File: config.mk
export PLATFORM = sky130hd
export DESIGN_NAME = pipe_controller
export DESIGN_NICKNAME = d
export VERILOG_FILES = /design/src/rtl/pipe_controller.sv
export SDC_FILE = /design/constraint.sdc
export NUM_CORES = 1
export LEC_CHECK = 0
export CORE_MARGIN = 2
export CORE_UTILIZATION = 47
export CTS_CLUSTER_DIAMETER = 30
export DETAILED_ROUTE_END_ITERATION = 10
export GPL_TIMING_DRIVEN = 1
export PLACE_DENSITY_LB_ADDON = 0.12
export SYNTH_ARGS = -nofsm -noshare
export SYNTH_HDL_FRONTEND = slang
export SYNTH_SLANG_ARGS = --single-unit
File: constraint.sdc
create_clock -name clk -period 2 [get_ports clk]
set_input_delay 0.4 -clock clk [delete_from_list [all_inputs] [get_ports clk]]
set_output_delay 0.4 -clock clk [all_outputs]
set_load 0.02 [all_outputs]
File: src/rtl/pipe_controller.sv
// Pipelined main/ALU control decoder: decodes op/funct in D and carries control through E/M/W,
// with flush handling and a multicycle multiply sequencer that stalls the pipeline.
module pipe_controller #(
    parameter int MULT_LAT = 4,
    parameter bit EXT_ISA  = 1'b1
) (
    input  logic       clk,
    input  logic       reset_n,
    input  logic [5:0] opD,
    input  logic [5:0] functD,
    input  logic       flushE,
    output logic       branchD,
    output logic       bneD,
    output logic       jumpD,
    output logic       illegalD,
    output logic       regwriteE,
    output logic       memtoregE,
    output logic       memwriteE,
    output logic       alusrcE,
    output logic       regdstE,
    output logic       linkE,
    output logic       multE,
    output logic [2:0] alucontrolE,
    output logic       regwriteM,
    output logic       memtoregM,
    output logic       memwriteM,
    output logic       linkM,
    output logic       regwriteW,
    output logic       memtoregW,
    output logic       linkW,
    output logic       stall_mult
);

    typedef struct packed {
        logic       regwrite;
        logic       memtoreg;
        logic       memwrite;
        logic       alusrc;
        logic       regdst;
        logic       link;
        logic       mult;
        logic [2:0] aluctrl;
    } ctrlE_t;

    typedef struct packed {
        logic regwrite;
        logic memtoreg;
        logic memwrite;
        logic link;
    } ctrlM_t;

    typedef struct packed {
        logic regwrite;
        logic memtoreg;
        logic link;
    } ctrlW_t;

    typedef enum logic {IDLE = 1'b0, BUSY = 1'b1} state_t;

    localparam logic [3:0] LAST_CNT = 4'(MULT_LAT - 1);

    ctrlE_t     w_ctrlD;
    logic       w_branchD;
    logic       w_bneD;
    logic       w_jumpD;
    logic       w_illegalD;
    ctrlE_t     r_ctrlE;
    ctrlM_t     r_ctrlM;
    ctrlW_t     r_ctrlW;
    state_t     r_state;
    state_t     w_stateNext;
    logic [3:0] r_cnt;
    logic [3:0] w_cntNext;
    logic       w_stall;

    // Illegal encodings leave every control at zero so they flow down the pipe as bubbles.
    always_comb begin
        w_ctrlD    = '0;
        w_branchD  = 1'b0;
        w_bneD     = 1'b0;
        w_jumpD    = 1'b0;
        w_illegalD = 1'b0;
        case (opD)
            6'b000000: begin
                w_ctrlD.regwrite = 1'b1;
                w_ctrlD.regdst   = 1'b1;
                case (functD)
                    6'b100000: w_ctrlD.aluctrl = 3'b010;
                    6'b100010: w_ctrlD.aluctrl = 3'b110;
                    6'b100100: w_ctrlD.aluctrl = 3'b000;
                    6'b100101: w_ctrlD.aluctrl = 3'b001;
                    6'b101010: w_ctrlD.aluctrl = 3'b111;
                    6'b011000: begin
                        w_ctrlD.mult    = 1'b1;
                        w_ctrlD.aluctrl = 3'b010;
                    end
                    default: begin
                        w_ctrlD    = '0;
                        w_illegalD = 1'b1;
                    end
                endcase
            end
            6'b100011: begin
                w_ctrlD.regwrite = 1'b1;
                w_ctrlD.alusrc   = 1'b1;
                w_ctrlD.memtoreg = 1'b1;
                w_ctrlD.aluctrl  = 3'b010;
            end
            6'b101011: begin
                w_ctrlD.memwrite = 1'b1;
                w_ctrlD.alusrc   = 1'b1;
                w_ctrlD.aluctrl  = 3'b010;
            end
            6'b000100: begin
                w_branchD       = 1'b1;
                w_ctrlD.aluctrl = 3'b110;
            end
            6'b001000: begin
                w_ctrlD.regwrite = 1'b1;
                w_ctrlD.alusrc   = 1'b1;
                w_ctrlD.aluctrl  = 3'b010;
            end
            6'b000010: w_jumpD = 1'b1;
            6'b000101: begin
                if (EXT_ISA) begin
                    w_branchD       = 1'b1;
                    w_bneD          = 1'b1;
                    w_ctrlD.aluctrl = 3'b110;
                end else begin
                    w_illegalD = 1'b1;
                end
            end
            6'b001100, 6'b001101, 6'b001010: begin
                if (EXT_ISA) begin
                    w_ctrlD.regwrite = 1'b1;
                    w_ctrlD.alusrc   = 1'b1;
                    w_ctrlD.aluctrl  = (opD == 6'b001100) ? 3'b000 :
                                       (opD == 6'b001101) ? 3'b001 : 3'b111;
                end else begin
                    w_illegalD = 1'b1;
                end
            end
            6'b000011: begin
                if (EXT_ISA) begin
                    w_jumpD          = 1'b1;
                    w_ctrlD.regwrite = 1'b1;
                    w_ctrlD.link     = 1'b1;
                end else begin
                    w_illegalD = 1'b1;
                end
            end
            default: w_illegalD = 1'b1;
        endcase
    end

    always_ff @(posedge clk or negedge reset_n) begin
        if (!reset_n) begin
            r_state <= IDLE;
            r_cnt   <= 4'd0;
        end else begin
            r_state <= w_stateNext;
            r_cnt   <= w_cntNext;
        end
    end

    // A flush in any state abandons the multiply, since the mult is squashed out of E.
    always_comb begin
        w_stateNext = r_state;
        w_cntNext   = r_cnt;
        if (flushE) begin
            w_stateNext = IDLE;
            w_cntNext   = 4'd0;
        end else begin
            case (r_state)
                IDLE: begin
                    if (r_ctrlE.mult && (MULT_LAT > 1)) begin
                        w_stateNext = BUSY;
                        w_cntNext   = 4'd1;
                    end
                end
                BUSY: begin
                    if (r_cnt == LAST_CNT) begin
                        w_stateNext = IDLE;
                        w_cntNext   = 4'd0;
                    end else begin
                        w_cntNext = r_cnt + 4'd1;
                    end
                end
            endcase
        end
    end

    always_comb begin
        w_stall = 1'b0;
        case (r_state)
            IDLE: w_stall = r_ctrlE.mult && (MULT_LAT > 1);
            BUSY: w_stall = (r_cnt != LAST_CNT);
        endcase
    end

    always_ff @(posedge clk or negedge reset_n) begin
        if (!reset_n) begin
            r_ctrlE <= '0;
        end else if (flushE) begin
            r_ctrlE <= '0;
        end else if (!w_stall) begin
            r_ctrlE <= w_ctrlD;
        end
    end

    // While the mult holds E, M receives bubbles so nothing downstream is duplicated.
    always_ff @(posedge clk or negedge reset_n) begin
        if (!reset_n) begin
            r_ctrlM <= '0;
            r_ctrlW <= '0;
        end else begin
            r_ctrlM <= w_stall ? '0 : {r_ctrlE.regwrite, r_ctrlE.memtoreg, r_ctrlE.memwrite, r_ctrlE.link};
            r_ctrlW <= {r_ctrlM.regwrite, r_ctrlM.memtoreg, r_ctrlM.link};
        end
    end

    assign branchD     = w_branchD;
    assign bneD        = w_bneD;
    assign jumpD       = w_jumpD;
    assign illegalD    = w_illegalD;
    assign regwriteE   = r_ctrlE.regwrite;
    assign memtoregE   = r_ctrlE.memtoreg;
    assign memwriteE   = r_ctrlE.memwrite;
    assign alusrcE     = r_ctrlE.alusrc;
    assign regdstE     = r_ctrlE.regdst;
    assign linkE       = r_ctrlE.link;
    assign multE       = r_ctrlE.mult;
    assign alucontrolE = r_ctrlE.aluctrl;
    assign regwriteM   = r_ctrlM.regwrite;
    assign memtoregM   = r_ctrlM.memtoreg;
    assign memwriteM   = r_ctrlM.memwrite;
    assign linkM       = r_ctrlM.link;
    assign regwriteW   = r_ctrlW.regwrite;
    assign memtoregW   = r_ctrlW.memtoreg;
    assign linkW       = r_ctrlW.link;
    assign stall_mult  = w_stall;

endmodule
==> impl_metrics.py <==
metrics = {
    "run_status": {
        "status": "finished, final reports clean",
    },
    "clocking": {
        "cts_buffers": 3,
        "cts_tree": "built",
        "clkSlewWorstSetupHoldPaths_ns": 0.12,
        "h-tree-depth": 1,
        "clock-sinks": 22,
        "holdBufCountCts": 0,
        "clock_latency_ns": 0.31,
        "clockBufferDepth": 2,
        "root_buffer": "clkbuf_4",
    },
    "final_layout": {
        "multiInputGateArea_sq_um": 738,
        "nets": 215,
        "drive_gt1_frac": 0.318,
        "seq_area_sq_um": 551,
        "n_antenna_cell": 0,
        "area_delta_synth_final_pct": 49.7,
        "finalNonFillerCells": 229,
        "fill_cells": 224,
        "largest_register_ffs": 4,
        "largest-register": "r_cnt",
    },
    "route": {
        "wl_per_cell_um": 15.1,
        "drtIter0Drc": 49,
        "routed_wl_um": 3460,
        "drc": 0,
        "top_layer_used": "met4",
        "drtAntennaViolNets": 0,
        "wl_met2_um": 1810,
        "vias": 1276,
        "routedLengthMet1_um": 1420,
        "wl_met3_um": 143,
        "dr.pass1.iters": 4,
        "via_per_inst": 5.57,
    },
    "yosys": {
        "netlist_instances": 135,
        "synth_top_cells_by_count": "dfrtp_1 (22), a21oi_1 (11), nor2_1 (10)",
        "async_flop_share": 1.00,
        "yosysMostFrequentCell": "dfrtp_1",
        "yosys_warnings": 0,
        "avgSynthCellArea_sq_um": 9.75,
        "ys_ff_latch": 22,
        "synth-edff-count": 0,
        "yosysTopAreaCell": "dfrtp_1",
        "synthFlopType": "dfrtp_1",
        "synth_cell_types": 53,
        "synth_area_leaders": "dfrtp_1 (42%), a21oi_1 (4.2%), and2_1 (2.9%)",
        "synth_area_sq_um": 1320,
        "syn-num-nets": 151,
        "yosysTopAreaCellShare": 0.418,
        "synth-seq-area-share": 0.418,
    },
    "worst_setup_path": {
        "path_class": "input port to output port",
        "cp-start-kind": "input port",
        "crit_arrival_ns": 1.57,
        "cp.required_ns": 1.60,
        "crit_fanout": 2,
        "end_kind": "output port",
    },
    "sta": {
        "rsz0062_at_grt": "false",
        "setup_viol_count_final": 0,
        "fin_skew_ns": 0.00637,
        "hold_violations": 0,
        "max_slew_margin": 0.811,
        "tightest_slew_ns": 0.284,
        "slew_viol_final": 0,
        "fin_crit_ns": 1.97,
        "fmax_mhz": 508,
        "tns_ns": 0,
        "period_share": 0.984,
    },
    "place": {
        "place.gp.congestion": 0.796,
        "hpwl_um": 2580,
        "portBuffers": 36,
        "dp.cells": 222,
    },
    "power": {
        "p_per_area_nw_per_um2": 441,
        "irDropWorstVdd_v": 0.000391,
        "p_leak_uw": 0.000891,
    },
    "global_routing": {
        "antenna_found_initial": 0,
        "gr-usage-all-layers": 0.236,
        "grt_pass1_vias": 1301,
        "grt_max_degree": 23,
        "grt_pass1_wl_um": 5950,
        "grt_overflow_total": 0,
    },
    "flow_run": {
        "cap_violations": 0,
    },
    "floorplan": {
        "design.core.area_sq_um": 2710,
        "start_util": 0.486,
        "die_w_um": 56.9,
        "die-height_um": 56.9,
        "dieArea_sq_um": 3240,
        "pin_count": 37,
        "core.rowCount": 19,
    },
    "hold_path": {
        "min_path_type": "register to register",
    },
}
-- cell usage in the layout, fill, tap and decap left out, types with 3 or more instances in the layout --
| cell type | count |
|---|---|
| clkdlybuf4s50_1 | 19 |
| clkbuf_2 | 4 |
| and2_1 | 6 |
| dlygate4sd2_1 | 6 |
| buf_4 | 32 |
| dfrtp_1 | 22 |
| buf_6 | 3 |
| a21oi_1 | 11 |
| clkbuf_4 | 3 |
| nand3b_1 | 5 |
| nand2_1 | 5 |
| nand2b_1 | 6 |
| nor3_1 | 5 |
| nand3_1 | 3 |
| nor2_1 | 10 |
-- report_power, final --
group          internal, uW  switching, uW  leakage [uW]
logic                  84.5           86.8      0.000564
clock network           111            136     0.0000210
registers               449           2.09      0.000306
total                   645            225      0.000891
-- worst paths after layout --
path	depth (start not counted)	endpoint	slack [ns]	from
hold / removal	0	linkW$_DFF_PN0_	0.39	linkM$_DFF_PN0_
max in group asynchronous	2	linkE$_DFFE_PN0N_	1.36	reset_n
setup / recovery	6	illegalD	0.03	functD[3]
setup reg to reg	7	memwriteE$_DFFE_PN0N_	0.12	r_cnt[0]$_DFFE_PN0P_
min in group asynchronous	2	regdstE$_DFFE_PN0N_	0.42	reset_n
hold reg to reg	0	linkW$_DFF_PN0_	0.39	linkM$_DFF_PN0_
-- timing repair --
action                                  CTS  global route
endpoints found under the setup margin    6             6
endpoints found under the hold margin     0             0
pin swaps                                 3             4
buffers inserted                          1             2
resized for setup                        38            13
-- routing by layer --
metal,track usage,vias to the layer above
met3,0.0415,10
met2,0.419,37
met4,0.103,0
met1,0.276,612
met5,0,-
li1,-,617
-- worst max-delay path: stages --
cell and delay [ns]:
dlygate4sd2_1 0.26, mux2_4 0.27, a211oi_2 0.23, o221ai_2 0.14
o31a_1 0.13, buf_6 0.13
-- stage by stage --
stage	worst slack (ns)	area (sq um)	util	hold slack, ns	power [uW]
2_1_floorplan	0.104	1320	-	0.104	533
3_3_place_gp	-0.666	1900	0.701	0.355	626
3_5_place_dp	-0.704	1900	0.701	0.362	630
4_1_cts	-0.00906	1960	0.724	0.389	873
5_1_grt	0.00479	1970	0.727	0.396	910
6_report	0.0310	1970	0.727	0.389	870
-- cells by family (layout without fill, tap and decap cells) --
kind of cell    count (synthesis)  in the layout  synth area share
fa+ha+maj                       1              1           0.00950
simple gates                   62             62             0.312
xor+xnor                        1              1           0.00666
mux                             2              2            0.0162
compound gates                 32             32             0.185
buf+inv                        15             78            0.0523
flops                          22             22             0.418
-- layout make-up --
cell class	count	share of cell area
clock buffer	4	0.0184
inverter	4	0.00762
multi-input combinational	98	0.375
tap	31	0.0197
timing repair buffer	70	0.300
sequential	22	0.279
Power figures use the tool's default switching activity.
